===== config.mk =====
export PLATFORM = sky130hd
export DESIGN_NAME = fifo_credit_sender_flat
export DESIGN_NICKNAME = d
export VERILOG_FILES = /design/src/rtl/fifo_credit_sender_pkg.sv /design/src/rtl/fifo_credit_sender_if.sv /design/src/rtl/fifo_credit_sender_credit_counter.sv /design/src/rtl/fifo_credit_sender.sv /design/src/flat_wrapper.sv
export SDC_FILE = /design/constraint.sdc
export NUM_CORES = 1
export LEC_CHECK = 0
export ABC_AREA = 1
export BUFFER_PORTS_ARGS = -buffer_cell sky130_fd_sc_hd__buf_4
export CAP_MARGIN = 20
export CELL_PAD_IN_SITES_DETAIL_PLACEMENT = 1
export CELL_PAD_IN_SITES_GLOBAL_PLACEMENT = 2
export CORE_UTILIZATION = 24
export CTS_CLUSTER_SIZE = 30
export DETAILED_ROUTE_END_ITERATION = 16
export GPL_TIMING_DRIVEN = 0
export PLACE_DENSITY_LB_ADDON = 0.1
export SYNTH_ARGS = -nofsm -noshare
export SYNTH_HDL_FRONTEND = slang
export SYNTH_SLANG_ARGS = --single-unit

===== constraint.sdc =====
create_clock -name clk -period 2.7 [get_ports clk]
set_input_delay 0.135 -clock clk [delete_from_list [all_inputs] [get_ports clk]]
set_output_delay 0.135 -clock clk [all_outputs]
set_load 0.005 [all_outputs]

===== src/rtl/fifo_credit_sender_pkg.sv =====
// Shared types and helpers for the credit-flow sender.
package fifo_pkg;

    typedef enum logic [0:0] {CS_RUN, CS_DRAIN} credit_state_t;

    function automatic int unsigned credit_width(input int unsigned max);
        return $clog2(max + 1);
    endfunction

endpackage


===== src/rtl/fifo_credit_sender_if.sv =====
// Producer handshake and link-side signals of the credit sender.
// master = producer/receiver environment, slave = the sender.
interface fifo_credit_sender_if #(
    parameter int unsigned DATA_WIDTH = 64
) ();

    logic                  data_in_valid;
    logic [DATA_WIDTH-1:0] data_in;
    logic                  data_in_ready;
    logic                  data_out_valid;
    logic [DATA_WIDTH-1:0] data_out;
    logic                  credit_return;

    modport master (
        output data_in_valid,
        output data_in,
        output credit_return,
        input  data_in_ready,
        input  data_out_valid,
        input  data_out
    );

    modport slave (
        input  data_in_valid,
        input  data_in,
        input  credit_return,
        output data_in_ready,
        output data_out_valid,
        output data_out
    );

endinterface


===== src/rtl/fifo_credit_sender_credit_counter.sv =====
// Up/down credit counter, reset to MAX, saturating at MAX on an unmatched return.
module credit_counter
    import fifo_pkg::*;
#(
    parameter int unsigned MAX          = 3,
    parameter int unsigned CREDIT_WIDTH = credit_width(MAX)
) (
    input  logic                    clk,
    input  logic                    reset,
    input  logic                    i__dec,
    input  logic                    i__inc,
    output logic [CREDIT_WIDTH-1:0] o__count,
    output logic [CREDIT_WIDTH-1:0] o__count__next,
    output logic                    o__at_max,
    output logic                    o__ovf_event
);

    localparam logic [CREDIT_WIDTH-1:0] MaxCount = CREDIT_WIDTH'(MAX);

    logic [CREDIT_WIDTH-1:0] count_q, count_d;

    assign o__at_max    = (count_q == MaxCount);
    assign o__ovf_event = i__inc & ~i__dec & o__at_max;

    // Simultaneous inc and dec cancel; decrement at zero cannot occur since push is gated.
    always_comb begin
        count_d = count_q;
        if (i__inc & ~i__dec & ~o__at_max) begin
            count_d = count_q + 1'b1;
        end else if (i__dec & ~i__inc) begin
            count_d = count_q - 1'b1;
        end
    end

    always_ff @(posedge clk) begin
        if (reset) begin
            count_q <= MaxCount;
        end else begin
            count_q <= count_d;
        end
    end

    assign o__count       = count_q;
    assign o__count__next = count_d;

endmodule


===== src/rtl/fifo_credit_sender.sv =====
// Credit-flow transmit stage feeding a remote FWFT FIFO through a registered output.
// Optional sticky overflow flag: define FIFO_CREDIT_SENDER_OVF_CHECK_EN.
module fifo_credit_sender
    import fifo_pkg::*;
#(
    parameter int unsigned  DATA_WIDTH   = 64,
    parameter int unsigned  MAX_CREDITS  = 3,
    localparam int unsigned CREDIT_WIDTH = credit_width(MAX_CREDITS)
) (
    input  logic                    clk,
    input  logic                    reset,
    fifo_credit_sender_if.slave     bus,
    input  logic                    i__drain,
    output logic                    o__drain_done,
    output logic [CREDIT_WIDTH-1:0] o__credit_count,
    output logic                    o__credit_overflow
);

    credit_state_t         state_q;
    logic                  out_valid_q;
    logic [DATA_WIDTH-1:0] data_out_q;

    logic                    ready;
    logic                    push;
    logic                    at_max;
    logic                    ovf_event;
    logic [CREDIT_WIDTH-1:0] credit;
    logic [CREDIT_WIDTH-1:0] unused_credit_next;

    credit_counter #(
        .MAX          (MAX_CREDITS),
        .CREDIT_WIDTH (CREDIT_WIDTH)
    ) u_credit_counter (
        .clk            (clk),
        .reset          (reset),
        .i__dec         (push),
        .i__inc         (bus.credit_return),
        .o__count       (credit),
        .o__count__next (unused_credit_next),
        .o__at_max      (at_max),
        .o__ovf_event   (ovf_event)
    );

    // Ready is built from registered state only so it can cross to a slow producer.
    assign ready = (state_q == CS_RUN) & (credit != '0) & ~reset;
    assign push  = bus.data_in_valid & ready;

    assign o__drain_done = (state_q == CS_DRAIN) & at_max;

    always_ff @(posedge clk) begin
        if (reset) begin
            state_q     <= CS_RUN;
            out_valid_q <= 1'b0;
            data_out_q  <= '0;
        end else begin
            out_valid_q <= push;
            if (push) begin
                data_out_q <= bus.data_in;
            end
            unique case (state_q)
                CS_RUN:   if (i__drain) state_q <= CS_DRAIN;
                CS_DRAIN: if (at_max)   state_q <= CS_RUN;
            endcase
        end
    end

    assign bus.data_in_ready  = ready;
    assign bus.data_out_valid = out_valid_q;
    assign bus.data_out       = data_out_q;
    assign o__credit_count    = credit;

`ifdef FIFO_CREDIT_SENDER_OVF_CHECK_EN
    logic ovf_q;

    always_ff @(posedge clk) begin
        if (reset) begin
            ovf_q <= 1'b0;
        end else if (ovf_event) begin
            ovf_q <= 1'b1;
        end
    end

    assign o__credit_overflow = ovf_q;

`ifndef SYNTHESIS
    always_ff @(posedge clk) begin
        if (!reset && ovf_event) begin
            $error("credit returned while credit count already at maximum");
        end
    end
`endif
`else
    logic unused_ovf_event;
    assign unused_ovf_event   = ovf_event;
    assign o__credit_overflow = 1'b0;
`endif

endmodule


===== src/flat_wrapper.sv =====
// flat-port wrapper written by rule: the top's interface ports become plain ports
module fifo_credit_sender_flat import fifo_pkg::*;
#(
    parameter int unsigned  DATA_WIDTH   = 64,
    parameter int unsigned  MAX_CREDITS  = 3,
    localparam int unsigned CREDIT_WIDTH = credit_width(MAX_CREDITS)
)
  (clk, reset, i__drain, o__drain_done, o__credit_count, o__credit_overflow, bus_data_in_valid, bus_data_in, bus_credit_return, bus_data_in_ready, bus_data_out_valid, bus_data_out);
  fifo_credit_sender_if #(.DATA_WIDTH(DATA_WIDTH)) bus_i ();
  input  logic clk;
  input  logic reset;
  input  logic i__drain;
  output logic o__drain_done;
  output logic [CREDIT_WIDTH-1:0] o__credit_count;
  output logic o__credit_overflow;
  input wire logic [$bits(bus_i.data_in_valid)-1:0] bus_data_in_valid;
  input wire logic [$bits(bus_i.data_in)-1:0] bus_data_in;
  input wire logic [$bits(bus_i.credit_return)-1:0] bus_credit_return;
  output wire logic [$bits(bus_i.data_in_ready)-1:0] bus_data_in_ready;
  output wire logic [$bits(bus_i.data_out_valid)-1:0] bus_data_out_valid;
  output wire logic [$bits(bus_i.data_out)-1:0] bus_data_out;
  assign bus_i.data_in_valid = bus_data_in_valid;
  assign bus_i.data_in = bus_data_in;
  assign bus_i.credit_return = bus_credit_return;
  assign bus_data_in_ready = bus_i.data_in_ready;
  assign bus_data_out_valid = bus_i.data_out_valid;
  assign bus_data_out = bus_i.data_out;
  fifo_credit_sender #(.DATA_WIDTH(DATA_WIDTH), .MAX_CREDITS(MAX_CREDITS)) u_core (.clk(clk), .reset(reset), .bus(bus_i), .i__drain(i__drain), .o__drain_done(o__drain_done), .o__credit_count(o__credit_count), .o__credit_overflow(o__credit_overflow));
endmodule

==> results.yml <==
clocking:
  cts_tree: "built"
  htreeDepth: 3
  clockRootBuffer: "clkbuf_8"
  cts_hold_buf: 0
  clk_pin_slew_ps: 80
  clk_latency_ps: 340
  cts.sinks: 68
  max-clock-path-buffers: 2
  post_cts_resized: 0
  cts_buffers: 9
  post_cts_buffers: 0
routing:
  drt_wl_total_mm: 7.59
  viasPerCell: 4.21
  drt_iter0_drc: 43
  drcViolationCount: 0
  route.vias.total: 2512
  first_pass_iters: 4
  routedWlPerCell_um: 12.7
  ant_nets: 0
hold_path:
  holdPathEnd: "u_core.bus.data_out[63]"
  hold_path.class: "primary input to register"
  min-delay-start: "bus_data_in[63]"
  hold_path_depth: 3
floorplanning:
  die_x_um: 103
  fp.coreArea_um2: 9820
  rows: 36
  io-pin-count: 139
  die_area_um2: 10600
  fp.dieH_um: 103
  start_util_pct: 24.9
sta:
  clock_skew_ps: 7.73
  max_freq_mhz: 671
  worst_slack_ps: 1210
  fin_tns_setup_ps: 0
  finalHoldViolCount: 0
  period_needed_ps: 1490
  worst_pin_slew_ps: 501
  fin_crit_sh_pct: 55.2
  rsz0062_at_grt: "false"
  relSlewSlack_pct: 66.6
  drv_slew: 0
  finalSetupViolations: 0
setup_path:
  cp.arrival_ps: 1350
  reg2reg_to: "u_core.bus.data_out[30]"
  cp-start-kind: "register"
  r2r_cells: 7
  crit_fanout: 4
  crit_start: "u_core.u_credit_counter.o__count[0]"
  worstPathRequired_ps: 2570
  r2r_slack_ps: 1270
  regToRegStartpoint: "u_core.u_credit_counter.o__count[0]"
  path_class: "register to output pin"
  endpoint_kind: "output pin"
power_and_ir_drop:
  worst_ir_drop_vdd_mv: 0.298
  power.total_mw: 2.48
  leakage_nw: 1.74
  power_density_nw_per_um2: 638
placed_design:
  gp_congestion: 0.714
  dpl_worst_slack_ps: 1250
  portBuffers: 136
  hpwl_mm: 5.56
layout:
  fin_nets: 528
  n_antenna_cell: 0
  syn_to_final_growth_pct: 58.8
  final_common_cell: "buf_4"
  final_cell_mix: "buf_4, nand2_1, dfxtp_1"
  drive_gt1_share_pct: 36.2
grt:
  met2_usage_pct: 23.7
  grt_max_degree: 12
  overflow: 0
  grt.total_usage_pct: 14.3
  grt_first_pass_wirelength_mm: 11.5
  grt_pass1_vias: 2389
  use_met1_pct: 16.8
  grt_util_met3_pct: 5.49
  antenna_found_initial: 0
  grt_busiest_layer: "met2"
yosys:
  synthCells: 312
  synth_warnings: 0
  synth_cell_types: 17
  ys_ff_latch: 68
  seq_area_frac_synth_pct: 55.7
  synth_nets: 381
  synth_area_um2: 2440
  avgSynthCellArea_um2: 7.84
status:
  status: "finished clean"
job:
  maxCapViolCount: 0
metrics by stage:
| step | cell area [um^2] | utilization (%) | hold WS (ps) | std cells |
|---|---|---|---|---|
| 3_3_place_gp | 3630 | 37.0 | 386 | 581 |
| 2_1_floorplan | 2440 | - | 278 | 312 |
| 6_report | 3880 | 39.5 | 45.3 | 597 |
| 5_1_grt | 3880 | 39.5 | 26.6 | 597 |
| 4_1_cts | 3880 | 39.5 | 25.2 | 597 |
| 3_5_place_dp | 3630 | 37.0 | 397 | 581 |
metal layers:
layer	vias up	part of all wire [%]	wire (um)
li1	1280	-	-
met1	1140	43	3280
met2	83	48	3630
met3	9	7.5	568
met4	0	1.4	104
met5	-	0	0
power breakdown:
group	switching, mW	total, mW	leakage (nW)	internal (mW)
clock network	0.385	1.05	0.127	0.664
logic	0.154	0.342	1.06	0.187
registers	0.0309	1.09	0.555	1.06
total	0.570	2.48	1.74	1.91
critical path, cell delays in order (launching register included):
cell and delay [ps]:
dfxtp_1 390, inv_1 70, nand2_1 150, inv_1 70, nor3_1 180, buf_4 160
synthesized netlist by cell type:
| cell type | count | share of area [%] |
|---|---|---|
| nand2_1 | 133 | 20 |
| dfxtp_1 | 68 | 56 |
| a21oi_1 | 64 | 13 |
| clkbuf_1 | 9 | 1.4 |
| buf_2 | 6 | 1.2 |
| buf_6 | 6 | 2.8 |
| inv_1 | 6 | 0.92 |
| nor2_1 | 6 | 0.92 |
| nand3_1 | 4 | 0.82 |
| buf_4 | 2 | 0.61 |
| nor3_1 | 2 | 0.41 |
| conb_1 | 1 | 0.15 |
| inv_2 | 1 | 0.15 |
| nand3_2 | 1 | 0.41 |
| nand3b_1 | 1 | 0.31 |
| nand4_1 | 1 | 0.26 |
| nor2_4 | 1 | 0.46 |
flip-flops by register name (all words and copies together) (netlist names):
| register | cells |
|---|---|
| u_core.bus.data_out_valid | 1 |
| u_core.u_credit_counter.o__count | 2 |
| u_core.state_q | 1 |
| u_core.bus.data_out | 64 |
cell families (layout without fill, tap and decap cells):
| group | count (synthesis) | count (layout) | synth area share (%) |
|---|---|---|---|
| AO/OA/AOI/OAI | 64 | 64 | 13.1 |
| other | 1 | 1 | 0.153 |
| flip-flops | 68 | 68 | 55.7 |
| AND/OR/NAND/NOR | 149 | 149 | 24.0 |
| buffers and inverters | 30 | 182 | 7.06 |
worst max path at each step:
stage / to / slack [ps] / depth (start not counted)
3_5_place_dp: u_core.bus.data_out[18] / 1250 / 7
2_1_floorplan: u_core.u_credit_counter.o__count[1] / 1490 / 7
4_1_cts: bus_data_in_ready / 1140 / 5
3_3_place_gp: u_core.u_credit_counter.o__count[1] / 1270 / 7
6_report: bus_data_in_ready / 1210 / 5
5_1_grt: bus_data_in_ready / 1010 / 5
area by class of cell:
cell class	instances	area [um^2]
Buffer	23	146
Clock buffer	12	155
Clock inverter	4	95.1
Fill cell	1242	5940
Inverter	7	26.3
Multi-Input combinational cell	214	911
Sequential cell	68	1360
Tap cell	133	166
Timing Repair Buffer	136	1020
No activity file was read; power rests on OpenSTA's default activity.
